==> src/rtl/prf_operand_read.sv <==
// Operand-read stage: drives PRF read addresses, bypasses same-cycle writebacks, registers operands per lane.
// Latency: 1 cycle from issue accept to opr_* outputs; lanes are independent; P0 always reads as zero.
// Backpressure: a lane accepts when its output stage is empty or draining this cycle; flush_i blocks all accepts.
module prf_operand_read #(
    parameter int REG_SIZE       = 64,
    parameter int REG_SIZE_WIDTH = 6,
    parameter int PAYLOAD_WIDTH  = 32
) (
    input  logic                      clk,
    input  logic                      rstn,
    input  logic                      flush_i,

    input  logic                      issue_valid_first_i,
    output logic                      issue_ready_first_o,
    input  logic [REG_SIZE_WIDTH-1:0] issue_prs1_first_i,
    input  logic [REG_SIZE_WIDTH-1:0] issue_prs2_first_i,
    input  logic [PAYLOAD_WIDTH-1:0]  issue_payload_first_i,
    output logic [REG_SIZE_WIDTH-1:0] prs1_address_first_o,
    output logic [REG_SIZE_WIDTH-1:0] prs2_address_first_o,
    input  logic [63:0]               prs1_data_first_i,
    input  logic [63:0]               prs2_data_first_i,

    input  logic                      issue_valid_second_i,
    output logic                      issue_ready_second_o,
    input  logic [REG_SIZE_WIDTH-1:0] issue_prs1_second_i,
    input  logic [REG_SIZE_WIDTH-1:0] issue_prs2_second_i,
    input  logic [PAYLOAD_WIDTH-1:0]  issue_payload_second_i,
    output logic [REG_SIZE_WIDTH-1:0] prs1_address_second_o,
    output logic [REG_SIZE_WIDTH-1:0] prs2_address_second_o,
    input  logic [63:0]               prs1_data_second_i,
    input  logic [63:0]               prs2_data_second_i,

    input  logic [REG_SIZE_WIDTH-1:0] alu1_wrb_address_i,
    input  logic [63:0]               alu1_wrb_data_i,
    input  logic                      alu1_rcu_resp_valid_i,
    input  logic [REG_SIZE_WIDTH-1:0] alu2_wrb_address_i,
    input  logic [63:0]               alu2_wrb_data_i,
    input  logic                      alu2_rcu_resp_valid_i,
    input  logic [REG_SIZE_WIDTH-1:0] lsu_wrb_address_i,
    input  logic [63:0]               lsu_wrb_data_i,
    input  logic                      lsu_rcu_resp_valid_i,
    input  logic [REG_SIZE_WIDTH-1:0] md_wrb_address_i,
    input  logic [63:0]               md_wrb_data_i,
    input  logic                      md_rcu_resp_valid_i,

    output logic                      opr_valid_first_o,
    input  logic                      opr_ready_first_i,
    output logic [63:0]               opr_rs1_first_o,
    output logic [63:0]               opr_rs2_first_o,
    output logic [PAYLOAD_WIDTH-1:0]  opr_payload_first_o,

    output logic                      opr_valid_second_o,
    input  logic                      opr_ready_second_i,
    output logic [63:0]               opr_rs1_second_o,
    output logic [63:0]               opr_rs2_second_o,
    output logic [PAYLOAD_WIDTH-1:0]  opr_payload_second_o
);

    localparam int RSW = REG_SIZE_WIDTH;
    localparam int PW  = PAYLOAD_WIDTH;

    if (REG_SIZE > (1 << REG_SIZE_WIDTH)) begin : g_size_check
        $error("REG_SIZE does not fit in REG_SIZE_WIDTH address bits");
    end

    typedef struct packed {
        logic [63:0]   rs1;
        logic [63:0]   rs2;
        logic [PW-1:0] payload;
    } opr_t;

    // Writeback ports ordered lowest to highest priority so the last match wins.
    logic [3:0]            wrb_vld;
    logic [3:0][RSW-1:0]   wrb_addr;
    logic [3:0][63:0]      wrb_dat;

    assign wrb_vld  = {md_rcu_resp_valid_i, lsu_rcu_resp_valid_i,
                       alu2_rcu_resp_valid_i, alu1_rcu_resp_valid_i};
    assign wrb_addr = {md_wrb_address_i, lsu_wrb_address_i,
                       alu2_wrb_address_i, alu1_wrb_address_i};
    assign wrb_dat  = {md_wrb_data_i, lsu_wrb_data_i,
                       alu2_wrb_data_i, alu1_wrb_data_i};

    function automatic logic [63:0] resolve(
        input logic [RSW-1:0]      addr,
        input logic [63:0]         file_dat,
        input logic [3:0]          vld,
        input logic [3:0][RSW-1:0] waddr,
        input logic [3:0][63:0]    wdat
    );
        logic [63:0] res;
        res = file_dat;
        for (int w = 0; w < 4; w++) begin
            if (vld[w] && (waddr[w] == addr)) begin
                res = wdat[w];
            end
        end
        if (addr == '0) begin
            res = '0;
        end
        return res;
    endfunction

    logic [1:0]            issue_vld;
    logic [1:0]            issue_rdy;
    logic [1:0]            opr_rdy;
    logic [1:0]            accept;
    logic [1:0][RSW-1:0]   rs1_addr;
    logic [1:0][RSW-1:0]   rs2_addr;
    logic [1:0][63:0]      rs1_file;
    logic [1:0][63:0]      rs2_file;
    logic [1:0][PW-1:0]    issue_pay;
    logic [1:0]            stage_vld_q;
    opr_t [1:0]            stage_q;
    opr_t [1:0]            stage_d;

    assign issue_vld = {issue_valid_second_i, issue_valid_first_i};
    assign opr_rdy   = {opr_ready_second_i, opr_ready_first_i};
    assign rs1_addr  = {issue_prs1_second_i, issue_prs1_first_i};
    assign rs2_addr  = {issue_prs2_second_i, issue_prs2_first_i};
    assign rs1_file  = {prs1_data_second_i, prs1_data_first_i};
    assign rs2_file  = {prs2_data_second_i, prs2_data_first_i};
    assign issue_pay = {issue_payload_second_i, issue_payload_first_i};

    for (genvar g = 0; g < 2; g++) begin : g_lane
        assign issue_rdy[g] = !flush_i && (!stage_vld_q[g] || opr_rdy[g]);
        assign accept[g]    = issue_vld[g] && issue_rdy[g];

        always_comb begin
            stage_d[g]         = '0;
            stage_d[g].rs1     = resolve(rs1_addr[g], rs1_file[g], wrb_vld, wrb_addr, wrb_dat);
            stage_d[g].rs2     = resolve(rs2_addr[g], rs2_file[g], wrb_vld, wrb_addr, wrb_dat);
            stage_d[g].payload = issue_pay[g];
        end

        // Held entries keep their operands frozen; they are not re-bypassed.
        always_ff @(posedge clk or negedge rstn) begin
            if (!rstn) begin
                stage_vld_q[g] <= 1'b0;
                stage_q[g]     <= '0;
            end else if (flush_i) begin
                stage_vld_q[g] <= 1'b0;
            end else if (accept[g]) begin
                stage_vld_q[g] <= 1'b1;
                stage_q[g]     <= stage_d[g];
            end else if (opr_rdy[g]) begin
                stage_vld_q[g] <= 1'b0;
            end
        end
    end

    assign issue_ready_first_o   = issue_rdy[0];
    assign issue_ready_second_o  = issue_rdy[1];
    assign prs1_address_first_o  = issue_prs1_first_i;
    assign prs2_address_first_o  = issue_prs2_first_i;
    assign prs1_address_second_o = issue_prs1_second_i;
    assign prs2_address_second_o = issue_prs2_second_i;

    assign opr_valid_first_o     = stage_vld_q[0];
    assign opr_rs1_first_o       = stage_q[0].rs1;
    assign opr_rs2_first_o       = stage_q[0].rs2;
    assign opr_payload_first_o   = stage_q[0].payload;
    assign opr_valid_second_o    = stage_vld_q[1];
    assign opr_rs1_second_o      = stage_q[1].rs1;
    assign opr_rs2_second_o      = stage_q[1].rs2;
    assign opr_payload_second_o  = stage_q[1].payload;

endmodule
==> config.mk <==
export PLATFORM = sky130hd
export DESIGN_NAME = prf_operand_read
export DESIGN_NICKNAME = d
export VERILOG_FILES = /design/src/rtl/prf_operand_read.sv
export SDC_FILE = /design/constraint.sdc
export NUM_CORES = 1
export LEC_CHECK = 0
export CORE_AREA = 10 10 376 378
export DETAILED_ROUTE_END_ITERATION = 7
export DIE_AREA = 0 0 386 388
export MAX_ROUTING_LAYER = met4
export PLACE_DENSITY = 0.39
export SETUP_SLACK_MARGIN = 0.02
export SYNTH_ARGS = -nofsm -noshare
export SYNTH_HDL_FRONTEND = slang
export SYNTH_SLANG_ARGS = --single-unit
==> constraint.sdc <==
create_clock -name clk -period 4.53 [get_ports clk]
set_clock_uncertainty 0.2 [all_clocks]
set_input_delay 0.453 -clock clk [delete_from_list [all_inputs] [get_ports clk]]
set_output_delay 0.453 -clock clk [all_outputs]
set_load 0.005 [all_outputs]
==> impl_metrics.json, run 1 <==
{
  "worstPathMaxFanout": 50,
  "syn_area_per_cell_um2": 8.28,
  "critical_path_buf_inv_count": 2,
  "swShare": 0.330,
  "die-area_um2": 150000,
  "min_period_ns": 3.23,
  "cp-end-kind": "flop",
  "wl_per_cell_um": 36.2,
  "ys_seq_area_frac": 0.353,
  "cpPeakStageDelay_ns": 1.01,
  "p_switching_mw": 3.64,
  "seq_power_share": 0.331,
  "grt_pass1_wl_um": 263000,
  "area_delta_synth_final_pct": 58.2,
  "worstSetupStartpoint": "issue_prs1_first_i[1]",
  "mostFrequentLayoutCell": "clkdlybuf4s50_1",
  "fin_nets": 4187,
  "hold_viol_final": 0,
  "hold_buffers": 1,
  "grt_max_degree": 77,
  "rrSetupSlack_ns": 1.45,
  "min_from": "issue_payload_first_i[26]",
  "r2r_cells": 7,
  "fin_crit_sh": 0.712,
  "slowest_stage": "o211a_4",
  "fin_setup_tns_ns": 0,
  "max_cap_viol_count": 0,
  "rows": 134,
  "crit_type": "input pin to flop",
  "syn_area_um2": 22800,
  "viasPerCell": 5.39,
  "cp_cell_sequence": "clkdlybuf4s50_1 -> xnor2_1 -> nand3_1 -> nor4b_1 -> o211a_4 -> buf_4 -> a222oi_1 -> nand2_1",
  "ys_warn_count": 0,
  "p_leak_nw": 13.4,
  "start_util": 0.171,
  "synthArstFlopShare": 1.00,
  "synth_ff_type": "dfrtp_1",
  "cts_root_buffer": "clkbuf_16",
  "mostFrequentLayoutCells": "clkdlybuf4s50_1 (978), nand2_1 (830), dfrtp_1 (322)",
  "postCtsResizedCells": 0,
  "p_int_mw": 7.40,
  "crit_required_ns": 4.89,
  "wirelength_um": 195000,
  "die_h_um": 388,
  "synthesis.nets": 3390,
  "rr_endpoint": "opr_rs1_second_o[23]$_DFFE_PN0P_",
  "cp-start-kind": "input pin",
  "first_pass_iters": 8,
  "cts_buffers": 46,
  "die_width_um": 386,
  "status": "finished, violations left",
  "clock_latency_ns": 0.61,
  "drive_gt1_frac": 0.0574,
  "nFillCells": 14533,
  "cp.arrival_ns": 3.58,
  "hp-class": "input pin to flop",
  "vias": 29098,
  "ios": 983,
  "p_comb_frac": 0.318,
  "post-place-cells": 5271,
  "cts_tree": "built",
  "cts_max_path_buffers": 3,
  "r2r-start": "opr_valid_second_o$_DFFE_PN0P_",
  "finalSetupViolations": 0,
  "synth_cell_types": 40,
  "drtAntennaViolNets": 0,
  "ir_worst_vdd_mv": 0.230,
  "cts_setup_buffers": 0,
  "route.detailed.drc": 2,
  "io_buffers": 982,
  "drv_slew": 0,
  "max_slew_margin": 0.155,
  "fmax_mhz": 310,
  "syn_inst": 2755,
  "finalNonFillerCells": 5400,
  "synth_edf_count": 0,
  "clock_sinks": 322,
  "antenna_found_initial": 71,
  "dp_hpwl_um": 139000,
  "h-tree-depth": 2,
  "clkSlewWorstSetupHoldPaths_ns": 0.08,
  "crit_path_end": "opr_rs1_first_o[28]$_DFFE_PN0P_",
  "core_um2": 133000,
  "track_usage": 0.254,
  "grt_overflow": 0,
  "grt_pass1_vias": 29664,
  "cpLargestDelayFamily": "compound AO/OA/AOI/OAI gates",
  "ys_ff_latch": 322,
  "place_congestion": 0.897,
  "grt_setup_unrepaired": "false",
  "clock_power_share": 0.351,
  "violations": "DRC",
  "p_per_area_nw_per_um2": 306,
  "path_depth": 8,
  "first_iter_violations": 3493,
  "tightest_slew_ns": 1.27
}
==> cells by family (layout without fill, tap and decap cells) <==
kind of cell / count (synthesis) / count (layout) / synth area share
DFF: 322 / 322 / 0.353
and+or+nand+nor: 1031 / 1031 / 0.194
other: 0 / 46 / 0
xor gates and xnor gates: 96 / 96 / 0.0369
buffers and inverters: 324 / 1155 / 0.0701
AOI/OAI and AO/OA: 982 / 982 / 0.346
==> registers in the layout (all words and copies together), names as in the netlist <==
signal	flops
opr_rs1_first_o	64
opr_valid_first_o	1
opr_rs1_second_o	64
opr_payload_second_o	32
opr_payload_first_o	32
opr_rs2_first_o	64
opr_valid_second_o	1
opr_rs2_second_o	64
==> layer usage <==
metal	up-vias	global-route usage	share of wire
met3	346	0.0574	0.086
met4	0	0.104	0.040
li1	12125	-	-
met1	14785	0.307	0.40
met5	-	-	0
met2	1842	0.405	0.47
==> power by group through the flow <==
stage,combinational [mW],sequential [mW],clock (mW)
3_5_place_dp,3.52,3.69,0
4_1_cts,3.54,3.65,3.98
2_1_floorplan,1.06,3.66,0
5_1_grt,3.73,3.70,4.06
6_report,3.51,3.66,3.87
3_3_place_gp,3.53,3.70,0
==> worst min-delay path by stage <==
stage / cells after the start / to / slack (ns)
6_report: 3 / opr_payload_first_o[26]$_DFFE_PN0P_ / 0.15
5_1_grt: 3 / opr_payload_second_o[14]$_DFFE_PN0P_ / 0.13
3_5_place_dp: 2 / opr_payload_first_o[21]$_DFFE_PN0P_ / 0.26
3_3_place_gp: 2 / opr_payload_second_o[23]$_DFFE_PN0P_ / 0.26
4_1_cts: 3 / opr_payload_first_o[26]$_DFFE_PN0P_ / 0.1
2_1_floorplan: 0 / opr_payload_first_o[0]$_DFFE_PN0P_ / -0.04
==> cell usage after synthesis, types with 6 or more instances <==
cell type / instances / area [um2]
nand2_1: 832 / 3120
dfrtp_1: 322 / 8060
a311o_1: 256 / 2560
o22ai_1: 256 / 1600
a22oi_1: 205 / 1540
o211ai_1: 196 / 1470
clkbuf_1: 168 / 631
nand2b_1: 130 / 813
buf_2: 90 / 450
xor2_1: 53 / 464
a222oi_1: 51 / 510
xnor2_1: 43 / 377
buf_4: 40 / 300
buf_6: 16 / 180
nor2_1: 15 / 56.3
o211ai_2: 10 / 125
buf_1: 7 / 26.3
nand4_1: 7 / 43.8
nor3_1: 7 / 35.0
nor3_2: 7 / 70.1
nand3_1: 6 / 30.0
==> area by class of cell <==
cell class | instances | area (um2) | area share
flip-flops and latches | 322 | 8060 | 0.223
clock inverters | 7 | 70.1 | 0.00194
diodes | 46 | 115 | 0.00319
repair buffers | 1071 | 10800 | 0.301
well taps | 1768 | 2210 | 0.0613
multi-input cells | 2109 | 13300 | 0.370
inverters | 2 | 7.51 | 0.000208
clock buffers | 75 | 1440 | 0.0400
==> tightest hold or removal path: stages <==
cell             delay [ns]
clkdlybuf4s50_1        0.40
nand2_1                0.06
nand2_1                0.04
==> per-stage QoR <==
step / utilization / power, mW / hold WS, ns / worst slack (ns) / instance area [um2]
detailed placement: 0.259 / 7.21 / 0.263 / 0.680 / 34500
global route: 0.271 / 11.5 / 0.127 / 1.26 / 36100
floorplan: - / 4.72 / -0.0426 / 2.25 / 22800
finish: 0.271 / 11.0 / 0.154 / 1.30 / 36100
global placement: 0.259 / 7.23 / 0.258 / 0.706 / 34500
CTS: 0.270 / 11.2 / 0.0993 / 1.37 / 36000
Note: power is estimated with default switching activity, not from simulation.
==> run 2: changes to the inputs <==
--- a/config.mk
+++ b/config.mk
@@ -5,9 +5,9 @@
 export SDC_FILE = /design/constraint.sdc
 export NUM_CORES = 1
 export LEC_CHECK = 0
-export CORE_AREA = 10 10 376 378
+export CORE_AREA = 10 10 377 379
 export DETAILED_ROUTE_END_ITERATION = 7
-export DIE_AREA = 0 0 386 388
+export DIE_AREA = 0 0 387 389
 export MAX_ROUTING_LAYER = met4
 export PLACE_DENSITY = 0.39
 export SETUP_SLACK_MARGIN = 0.02
==> constraint.sdc (replaced) <==
create_clock -name clk -period 3.38 [get_ports clk]
set_clock_uncertainty 0.2 [all_clocks]
set_input_delay 0.338 -clock clk [delete_from_list [all_inputs] [get_ports clk]]
set_output_delay 0.338 -clock clk [all_outputs]
set_load 0.005 [all_outputs]
==> impl_metrics.json, run 2 (synthesis gave the netlist of run 1 again) <==
{
  "grt_pass1_wl_um": 265000,
  "drtAntennaViolNets": 0,
  "rr_endpoint": "opr_rs1_first_o[18]$_DFFE_PN0P_",
  "r2r_cells": 7,
  "mostFrequentLayoutCells": "clkdlybuf4s50_1 (978), nand2_1 (830), dfrtp_1 (322)",
  "first_pass_iters": 8,
  "dp_hpwl_um": 140000,
  "wl_per_cell_um": 35.5,
  "clkSlewWorstSetupHoldPaths_ns": 0.06,
  "seq_power_share": 0.332,
  "cts_buffers": 48,
  "crit_required_ns": 3.72,
  "swShare": 0.334,
  "hold_buffers": 52,
  "grt_max_degree": 101,
  "grt_setup_unrepaired": "false",
  "fin_nets": 4276,
  "grt_pass1_vias": 30258,
  "area_delta_synth_final_pct": 63.9,
  "r2r-start": "opr_valid_first_o$_DFFE_PN0P_",
  "die-area_um2": 151000,
  "place_congestion": 0.902,
  "cts_root_buffer": "clkbuf_16",
  "core_um2": 135000,
  "status": "finished, violations left",
  "finalSetupViolations": 0,
  "cts_max_path_buffers": 3,
  "crit_type": "input pin to flop",
  "worstSetupStartpoint": "issue_prs2_second_i[1]",
  "holdPathStages": 3,
  "io_buffers": 982,
  "h-tree-depth": 2,
  "hold_viol_final": 0,
  "min_period_ns": 2.69,
  "fin_util": 0.278,
  "cts_setup_buffers": 0,
  "first_iter_violations": 3648,
  "clock_latency_ns": 0.63,
  "cts_tree": "built",
  "tightest_slew_ns": 1.05,
  "clock_power_share": 0.345,
  "antenna_found_initial": 71,
  "track_usage": 0.253,
  "p_per_area_nw_per_um2": 398,
  "hp-class": "input pin to flop",
  "p_comb_frac": 0.324,
  "p_leak_nw": 14.0,
  "viasPerCell": 5.32,
  "violations": "DRC",
  "p_switching_mw": 4.97,
  "ir_worst_vdd_mv": 0.377,
  "mostFrequentLayoutCell": "clkdlybuf4s50_1",
  "route.detailed.drc": 8,
  "nFillCells": 14485,
  "rows": 135,
  "cp-end-kind": "flop",
  "fmax_mhz": 372,
  "drv_slew": 0,
  "worstPathMaxFanout": 26,
  "postCtsResizedCells": 0,
  "grt_overflow": 0,
  "cp-start-kind": "input pin",
  "cp.arrival_ns": 3.03,
  "p_int_mw": 9.92,
  "max_slew_margin": 0.298,
  "max_cap_viol_count": 0,
  "fin_setup_tns_ns": 0,
  "die_width_um": 387,
  "drive_gt1_frac": 0.0649,
  "wirelength_um": 196000,
  "die_h_um": 389,
  "vias": 29293,
  "crit_path_end": "opr_rs2_second_o[12]$_DFFE_PN0P_",
  "fin_crit_sh": 0.796,
  "ios": 983,
  "rrSetupSlack_ns": 0.79,
  "clock_sinks": 322,
  "start_util": 0.169
}
## run 2: changes by cell type in the layout (fill, tap and decap cells not counted), sizes merged
cell | previous run | this run
buf | 92 | 128
bufinv | 1 | 2
clkbuf | 75 | 68
clkinv | 5 | 4
clkinvlp | 1 | 0
diode | 46 | 62
dlygate4sd3 | 1 | 52
inv | 2 | 5
## run 2: cell type report
class	count	area [um2]	share of cell area
Timing Repair Buffer	1158	12100	0.324
Clock buffer	68	1350	0.0360
Multi-Input combinational cell	2109	13300	0.357
Sequential cell	322	8060	0.215
Inverter	2	7.51	0.000201
Antenna cell	62	155	0.00415
Clock inverter	9	129	0.00345
Tap cell	1781	2230	0.0596
## run 2: critical path, stage by stage
cell and delay [ns]:
clkdlybuf4s50_1 0.63, xor2_1 0.24, nor3_1 0.44, buf_4 0.22
nand4_1 0.21, buf_4 0.36, a311o_1 0.39, o211ai_1 0.11
## run 2: power by group through the flow
stage / logic (mW) / registers (mW) / clock network [mW]
after detailed placement: 4.79 / 4.98 / 0
after global routing: 5.12 / 4.99 / 5.39
final: 4.82 / 4.94 / 5.13
after CTS: 4.86 / 4.92 / 5.26
after floorplan: 1.42 / 4.90 / 0
after global placement: 4.80 / 4.98 / 0
## run 2: routing by layer
layer,wire length [um],global-route usage,share of wire,vias to the layer above
li1,-,-,-,12324
met1,78400,0.303,0.40,14789
met2,92300,0.411,0.47,1839
met3,18300,0.0681,0.094,341
met4,6700,0.0823,0.034,0
met5,0,-,0,-
## run 2: worst min path at each step
stage / endpoint / startpoint / slack [ns]
2_1_floorplan: opr_payload_first_o[0]$_DFFE_PN0P_ / rstn / -0.16
6_report: opr_payload_first_o[20]$_DFFE_PN0P_ / issue_payload_first_i[20] / 0.05
4_1_cts: opr_payload_first_o[16]$_DFFE_PN0P_ / issue_payload_first_i[16] / 0.001
5_1_grt: opr_payload_first_o[20]$_DFFE_PN0P_ / issue_payload_first_i[20] / 0.04
3_3_place_gp: opr_rs1_first_o[35]$_DFFE_PN0P_ / rstn / 0.24
3_5_place_dp: opr_rs1_first_o[35]$_DFFE_PN0P_ / rstn / 0.24
## run 2: through the flow
stage | cell area, um2 | cells | worst slack, ns | hold WS (ns) | total power [mW]
final | 37400 | 5511 | 0.689 | 0.0506 | 14.9
after global routing | 37400 | 5500 | 0.652 | 0.0363 | 15.5
after CTS | 37200 | 5449 | 0.751 | 0.00125 | 15.0
after detailed placement | 35200 | 5320 | 0.107 | 0.240 | 9.77
after global placement | 35200 | 5320 | 0.105 | 0.239 | 9.78
after floorplan | 22800 | 2755 | 1.22 | -0.158 | 6.32
